<file path="src/rtl/note_template_streamer.sv">
// Stores host-written note templates and streams one selected template row-by-row
// over valid/ready, optionally bottom-up for stem-down notes.
module note_template_streamer #(
  parameter int unsigned MAP_W         = 16,
  parameter int unsigned MAP_H         = 16,
  parameter int unsigned NUM_TEMPLATES = 4,
  parameter int unsigned SEL_W         = 2,
  parameter int unsigned ROW_W         = 4
) (
  input  logic             clk,
  input  logic             rst,
  input  logic             wr_en,
  input  logic [SEL_W-1:0] wr_tmpl,
  input  logic [ROW_W-1:0] wr_row,
  input  logic [MAP_W-1:0] wr_data,
  output logic             wr_err,
  input  logic             start,
  input  logic [SEL_W-1:0] sel,
  input  logic             flip,
  output logic             sel_err,
  output logic             busy,
  output logic             row_valid,
  input  logic             row_ready,
  output logic [MAP_W-1:0] row_data,
  output logic [ROW_W-1:0] row_idx,
  output logic             row_last,
  output logic             done
);

  localparam int unsigned Depth = NUM_TEMPLATES * MAP_H;
  localparam int unsigned AddrW = (Depth > 1) ? $clog2(Depth) : 1;
  localparam logic [ROW_W-1:0] LastRow = ROW_W'(MAP_H - 1);

  typedef enum logic [0:0] {StIdle, StStream} state_e;

  state_e state_q, state_d;

  logic [MAP_W-1:0] mem_q [Depth];
  logic [SEL_W-1:0] tmpl_q, tmpl_d;
  logic             flip_q, flip_d;
  logic             row_valid_q, row_valid_d;
  logic [MAP_W-1:0] row_data_q, row_data_d;
  logic [ROW_W-1:0] row_idx_q, row_idx_d;
  logic             row_last_q, row_last_d;
  logic             done_q, done_d;
  logic             wr_err_q, wr_err_d;
  logic             sel_err_q, sel_err_d;

  logic             sel_ok, launch, advance, finish, wr_bad, wr_ok;
  logic [ROW_W-1:0] first_row, next_row, final_row;

  function automatic logic [AddrW-1:0] addr(input logic [SEL_W-1:0] t,
                                            input logic [ROW_W-1:0] r);
    return AddrW'(32'(t) * MAP_H + 32'(r));
  endfunction

  assign sel_ok    = 32'(sel) < NUM_TEMPLATES;
  assign launch    = (state_q == StIdle) && start && sel_ok;
  assign advance   = (state_q == StStream) && row_valid_q && row_ready && !row_last_q;
  assign finish    = (state_q == StStream) && row_valid_q && row_ready && row_last_q;
  assign first_row = flip ? LastRow : '0;
  assign next_row  = flip_q ? row_idx_q - ROW_W'(1) : row_idx_q + ROW_W'(1);
  assign final_row = flip_q ? '0 : LastRow;

  // The streaming template is locked, including one being launched this cycle.
  assign wr_bad = wr_en && ((32'(wr_tmpl) >= NUM_TEMPLATES) || (32'(wr_row) >= MAP_H) ||
                            ((state_q == StStream) && (wr_tmpl == tmpl_q)) ||
                            (launch && (wr_tmpl == sel)));
  assign wr_ok  = wr_en && !wr_bad;

  always_ff @(posedge clk) begin
    if (rst) begin
      state_q     <= StIdle;
      tmpl_q      <= '0;
      flip_q      <= 1'b0;
      row_valid_q <= 1'b0;
      row_data_q  <= '0;
      row_idx_q   <= '0;
      row_last_q  <= 1'b0;
      done_q      <= 1'b0;
      wr_err_q    <= 1'b0;
      sel_err_q   <= 1'b0;
      for (int i = 0; i < int'(Depth); i++) mem_q[i] <= '0;
    end else begin
      state_q     <= state_d;
      tmpl_q      <= tmpl_d;
      flip_q      <= flip_d;
      row_valid_q <= row_valid_d;
      row_data_q  <= row_data_d;
      row_idx_q   <= row_idx_d;
      row_last_q  <= row_last_d;
      done_q      <= done_d;
      wr_err_q    <= wr_err_d;
      sel_err_q   <= sel_err_d;
      if (wr_ok) mem_q[addr(wr_tmpl, wr_row)] <= wr_data;
    end
  end

  always_comb begin
    state_d = state_q;
    unique case (state_q)
      StIdle:   if (launch) state_d = StStream;
      StStream: if (finish) state_d = StIdle;
      default:  state_d = StIdle;
    endcase
  end

  always_comb begin
    tmpl_d      = tmpl_q;
    flip_d      = flip_q;
    row_valid_d = row_valid_q;
    row_data_d  = row_data_q;
    row_idx_d   = row_idx_q;
    row_last_d  = row_last_q;
    done_d      = 1'b0;
    wr_err_d    = wr_bad;
    sel_err_d   = (state_q == StIdle) && start && !sel_ok;
    if (launch) begin
      tmpl_d      = sel;
      flip_d      = flip;
      row_valid_d = 1'b1;
      row_idx_d   = first_row;
      row_data_d  = mem_q[addr(sel, first_row)];
      row_last_d  = (MAP_H == 1);
    end else if (advance) begin
      row_idx_d   = next_row;
      row_data_d  = mem_q[addr(tmpl_q, next_row)];
      row_last_d  = (next_row == final_row);
    end else if (finish) begin
      row_valid_d = 1'b0;
      row_data_d  = '0;
      row_idx_d   = '0;
      row_last_d  = 1'b0;
      done_d      = 1'b1;
    end
  end

  assign busy      = (state_q == StStream);
  assign row_valid = row_valid_q;
  assign row_data  = row_data_q;
  assign row_idx   = row_idx_q;
  assign row_last  = row_last_q;
  assign done      = done_q;
  assign wr_err    = wr_err_q;
  assign sel_err   = sel_err_q;

endmodule

</file>
<file path="config.mk">
export PLATFORM = sky130hd
export DESIGN_NAME = note_template_streamer
export DESIGN_NICKNAME = d
export VERILOG_FILES = /design/src/rtl/note_template_streamer.sv
export SDC_FILE = /design/constraint.sdc
export NUM_CORES = 2
export LEC_CHECK = 0
export BUFFER_PORTS_ARGS = -buffer_cell sky130_fd_sc_hd__buf_2
export CAP_MARGIN = 20
export CORE_AREA = 2 2 410 412
export DETAILED_ROUTE_END_ITERATION = 12
export DIE_AREA = 0 0 412 414
export HOLD_SLACK_MARGIN = 0.03
export PLACE_DENSITY_LB_ADDON = 0.08
export SLEW_MARGIN = 20
export SYNTH_ARGS = -nofsm -noshare
export SYNTH_HDL_FRONTEND = slang
export SYNTH_SLANG_ARGS = --single-unit
export TNS_END_PERCENT = 20
</file>
<file path="constraint.sdc">
create_clock -name clk -period 6.4 [get_ports clk]
set_input_delay 0.96 -clock clk [delete_from_list [all_inputs] [get_ports clk]]
set_output_delay 0.96 -clock clk [all_outputs]
set_load 0.005 [all_outputs]
</file>
# [Word-level counts from Yosys, hierarchy flattened]
# Memories as Yosys holds them, arrays and structs flattened.
# Cells that the tools add are included.
[word_totals] output_inout_bits=26 elab_cells=64 regBits=28 ramBits=1024 in_bits=30 memories=1
[memory_table] name="mem_q" depth=64 width=16 read_ports=2 rd_ports_with_merged_regs=0 wr=64 line="38" text="logic [MAP_W-1:0] mem_q [Depth];"
[op_classes] addsub=5 n_eq_ne=4 mux=25 bitwise=1 reduce_logical=19
[ops] op="$mux 16" count=4
[ops] op="$mux 4" count=6
[ops] op="$add 6x4->6" count=3
[ops] op="$reduce_or 16->1" count=1
[ops] op="$mux 1" count=13
[ops] op="$logic_and 1x1->1" count=9
[ops] op="$mux 6" count=1
[ops] op="$add 4x1->4 const B" count=1
[ops] op="$eq 2x2->1" count=2
[ops] op="$eq 4x4->1" count=1
[ops] op="$reduce_bool 2->1" count=2
[ops] op="$sub 4x1->4 const B" count=1
[ops] op="$reduce_bool 3->1" count=1
[ops] op="$reduce_or 3->1" count=1
[ops] op="$logic_not 1->1" count=2
[ops] op="$ne 2x2->1 const B" count=1
[ops] op="$pmux 1 s2" count=1
[ops] op="$reduce_and 2->1" count=1
[ops] op="$reduce_or 2->1" count=1
[ops] op="$logic_or 1x1->1" count=1
[ops] op="$not 1->1" count=1

# [Longest topological paths before layout]
[depth] ltp_word=12 depth_mapped=10 ltp_nobuf=7

# [Worst setup path before layout]
# OpenSTA, ideal clock, no wires.
[synth_path] kind="input to register" from="in wr_tmpl[0]" to="mem mem_q[27][0], enable pin" slack_ns=3.340 setup_ns=0.334 cell_stages=7 path_buffers=1 required_time_ns=6.066 arrival_time_ns=2.727 cell_sequence="buf_2 xnor2_1 and3_1 nor4_1 nand3_1 nor2_1 or2_2"
[synth_lines] item="from (decl)" line="13" text="input logic [SEL_W-1:0] wr_tmpl,"
[synth_lines] item="to (decl)" line="38"

# [Worst setup path in the final report]
[layout_path] from="reg row_idx_q[0], in the netlist row_idx[0]" to="reg row_data_q[5], in the netlist row_data[5]"
[layout_via] elab_chain_cells=6 elab_cells_between_ends=7 classes_between="add/sub: 3; mux: 3; memory: 1"
[layout_rtl] item="from (decl)" line="43" text="logic [ROW_W-1:0] row_idx_q, row_idx_d;"
[layout_rtl] item="from (signal assigned)" line="90" text="row_idx_q <= row_idx_d;"
[layout_rtl] item="$add 4x1->4 / $sub 4x1->4 (equally long branches)" line="62" text="assign next_row = flip_q ? row_idx_q - ROW_W'(1) : row_idx_q + ROW_W'(1);"
[layout_rtl] item="$mux 4 (*)" line="62"
[layout_rtl] item="$add 6x4->6 (*)" line="54" text="return AddrW'(32'(t) * MAP_H + 32'(r));"
[layout_rtl] item="$mem_v2 64x16 (*)"
[layout_rtl] item="$mux 16 (*)" line="125" text="end else if (advance) begin"
[layout_rtl] item="$mux 16 (*)" line="118" text="if (launch) begin"
[layout_rtl] item="to (signal assigned)" line="89" text="row_data_q <= row_data_d;"
[layout_rtl] item="to (decl)" line="42" text="logic [MAP_W-1:0] row_data_q, row_data_d;"
# Mark *: on every way between the ends. The rest lies on a longest branch, timed or not.
# A chain may end at the register's enable or synchronous reset.

==> summary.txt <==
Final Hold Viols -> 0
Post-synth top flop -> edfxtp_1
area added between synthesis and finish -> 14.0%
hold buffers post-CTS -> 0
distinct cell type count after synthesis -> 53
synth cell count leaders -> and2_1 (1028), edfxtp_1 (1024), mux4_2 (282), clkbuf_1 (241), nor2_1 (90)
Detail Route Antenna Nets -> 0
Sw Ratio -> 25.1%
EDFF count, synth -> 1024
R2R depth -> 8
Final WS setup -> 1.88 ns
internal power -> 12.6 mW
Synth Area in XOR/XNOR -> 0.124%
H-tree depth -> 4
Area contributors post-synth -> edfxtp_1 (62%), and2_1 (13%), mux4_2 (13%)
largest family of logic cells by synthesized area -> simple AND/OR/NAND/NOR gates
Ports -> 56
worst slew pin tran -> 1.18 ns
Congestion Overflow GR -> 0
vias in the first global route -> 28950
TNS Setup -> 0 ns
Fmax -> 0.221 GHz
FF+latch area -> 31300 um^2
clock buffer depth -> 3
Placed Area -> 52200 um^2
final net count -> 3358
critical path arrival -> 5.11 ns
Non-Filler Instances -> 5646
largest net degree at the start of global routing -> 76
Final period util -> 70.6%
status -> finished clean
Max Clock Skew -> 0.0211 ns
Setup crit start kind -> register
kind of critical path -> register to register
CP Buf/Inv Count -> 2
Setup Buffers After CTS -> 0
finished layout cell area -> 56400 um^2
CTS tree -> built
Crit path largest cell delay -> 1.30 ns
multi-input logic area -> 17000 um^2
Vias/cell -> 5.09
Worst-path clk slew -> 0.06 ns
switching power of the nets -> 4.24 mW
Tmin final -> 4.52 ns
LEAKAGE -> 20.3 nW
Worst setup EP type -> register
final setup fails -> 0
final RePlAce weighted congestion -> 0.850
post-synthesis adder-cell area fraction -> 0.0910%
hold depth -> 3
CP dominant cell by count -> buf_12
area share of the largest cell type after synthesis -> 62.1%
Max Slew Vio Count -> 0
Global Route Usage Sum -> 20.5%
clock share of power -> 43.2%
DR WL/cell -> 31.0 um
Cell Pwr Density -> 299 nW/um^2
fin util -> 33.9%
Detailed Routing Iterations Pass 1 -> 6
post-placement cell count -> 5397
Ys Warns -> 0
die height -> 414 um
vias post-DR -> 28759
initial antenna violation count -> 24
Synth Instances -> 3348
Crit. path cell count -> 8
CP max FO -> 52
Compound-Gate Fraction of Synth Area -> 3.39%
Synth Area in Simple Gates -> 16.6%
die area -> 171000 um^2
worst slack, placed -> 1.57 ns
Seq/Total Area, Yosys -> 63.2%
top-count cell post-synth -> and2_1
Mapped Area -> 49500 um^2
mux contribution to synthesized area -> 13.8%
ys async rst share -> 0%
Filler cells -> 16056
total core area -> 166000 um^2
Starting Density -> 29.8%
worst-skew pair later-pin latency -> 0.76 ns
Total Wirelength -> 175000 um
worst path required time -> 7.00 ns
syn nets -> 3381
hold_ws -> 0.503 ns
logic gate share of total power -> 10.4%
crit-path cells -> fa_4 -> buf_12 -> buf_12 -> mux4_2 -> o21ai_0 -> a21oi_1 -> o31ai_1 -> a211oi_1
Power, Total -> 16.9 mW
RSZ-0062 raised after global routing -> no
CP delay by family, top -> compound AO/OA/AOI/OAI gates
Root Buffer -> clkbuf_16
Critical-path top delay cell -> fa_4
number of cells upsized or downsized after cts -> 0
die width -> 412 um
1st-iter DRT viols -> 3177
IO Port Bufs -> 54
HPWL Detailed -> 112000 um
clk sinks -> 1052
sequential share of power -> 46.5%
DRC -> 0
global-route wire length before repair -> 242000 um
Max-cap violations -> 0
Max transition margin -> 20.8%
TritonCTS buffer count -> 130
share of cells above drive strength 1 -> 21.0%
Peak VDD IR -> 0.230 mV
Hold Path Class -> input pin to register
Synth area leader -> edfxtp_1
Mapped Avg Cell Area -> 14.8 um^2
FP Rows -> 150
FF+latch count, synth -> 1052
## final cells by class
class | instances | area share, %
Clock inverter | 72 | 1.27
Inverter | 2 | 0.0133
Antenna cell | 16 | 0.0710
Tap cell | 2204 | 4.89
Clock buffer | 161 | 6.14
Timing Repair Buffer | 165 | 2.07
Multi-Input combinational cell | 1974 | 30.1
Sequential cell | 1052 | 55.5
## power by group through the flow
stage / clock (mW) / sequential, mW / combinational (mW)
finish: 7.28 / 7.85 / 1.75
global route: 7.70 / 7.86 / 1.83
CTS: 7.45 / 7.84 / 1.77
detailed placement: 0 / 7.99 / 1.77
global placement: 0 / 7.98 / 1.76
floorplan: 0 / 7.91 / 1.03
## state kept, by name, indices dropped and copies added (netlist names)
signal     count
row_valid      1
busy           1
mem_q       1024
wr_err         1
tmpl_q         2
done           1
row_data      16
flip_q         1
row_last       1
row_idx        4
## tightest hold or removal path, stage by stage
cell      delay, ns
buf_2          0.12
nor2_1         0.08
a211oi_1       0.05
## layer usage
layer	track usage [%]	up-vias	wire length [um]
met5	0	-	35
met4	6.65	6	5640
met3	3.48	222	11500
met2	31.3	1091	79600
met1	29.5	15049	78200
li1	-	12391	-
## worst paths after layout
path                   start           to  slack, ns
setup reg to reg  row_idx[0]  row_data[5]       1.88
hold reg to reg    row_valid    row_valid       0.54
setup / recovery  row_idx[0]  row_data[5]       1.88
hold / removal         start         busy       0.50
## cell usage in the layout, fill, tap and decap left out, types with 31 or more instances in the layout
cell       instances
or2_2             65
nand2_1           66
buf_2             53
mux4_2           282
nand3_1           79
nor2_1            88
and3_1            35
a21oi_1           43
o21ai_0           64
clkbuf_16        133
edfxtp_1        1024
mux2i_1           31
and2_1          1028
buf_4            107
## logic make-up (layout without fill, tap and decap cells)
kind of cell | Yosys count | count (layout)
xor gates and xnor gates | 7 | 7
buffers and inverters | 322 | 400
DFF | 1052 | 1052
muxes | 326 | 326
AOI/OAI and AO/OA | 242 | 242
adders and majority gates | 3 | 3
and+or+nand+nor | 1395 | 1395
other | 1 | 17
Power figures use the tool's default switching activity.
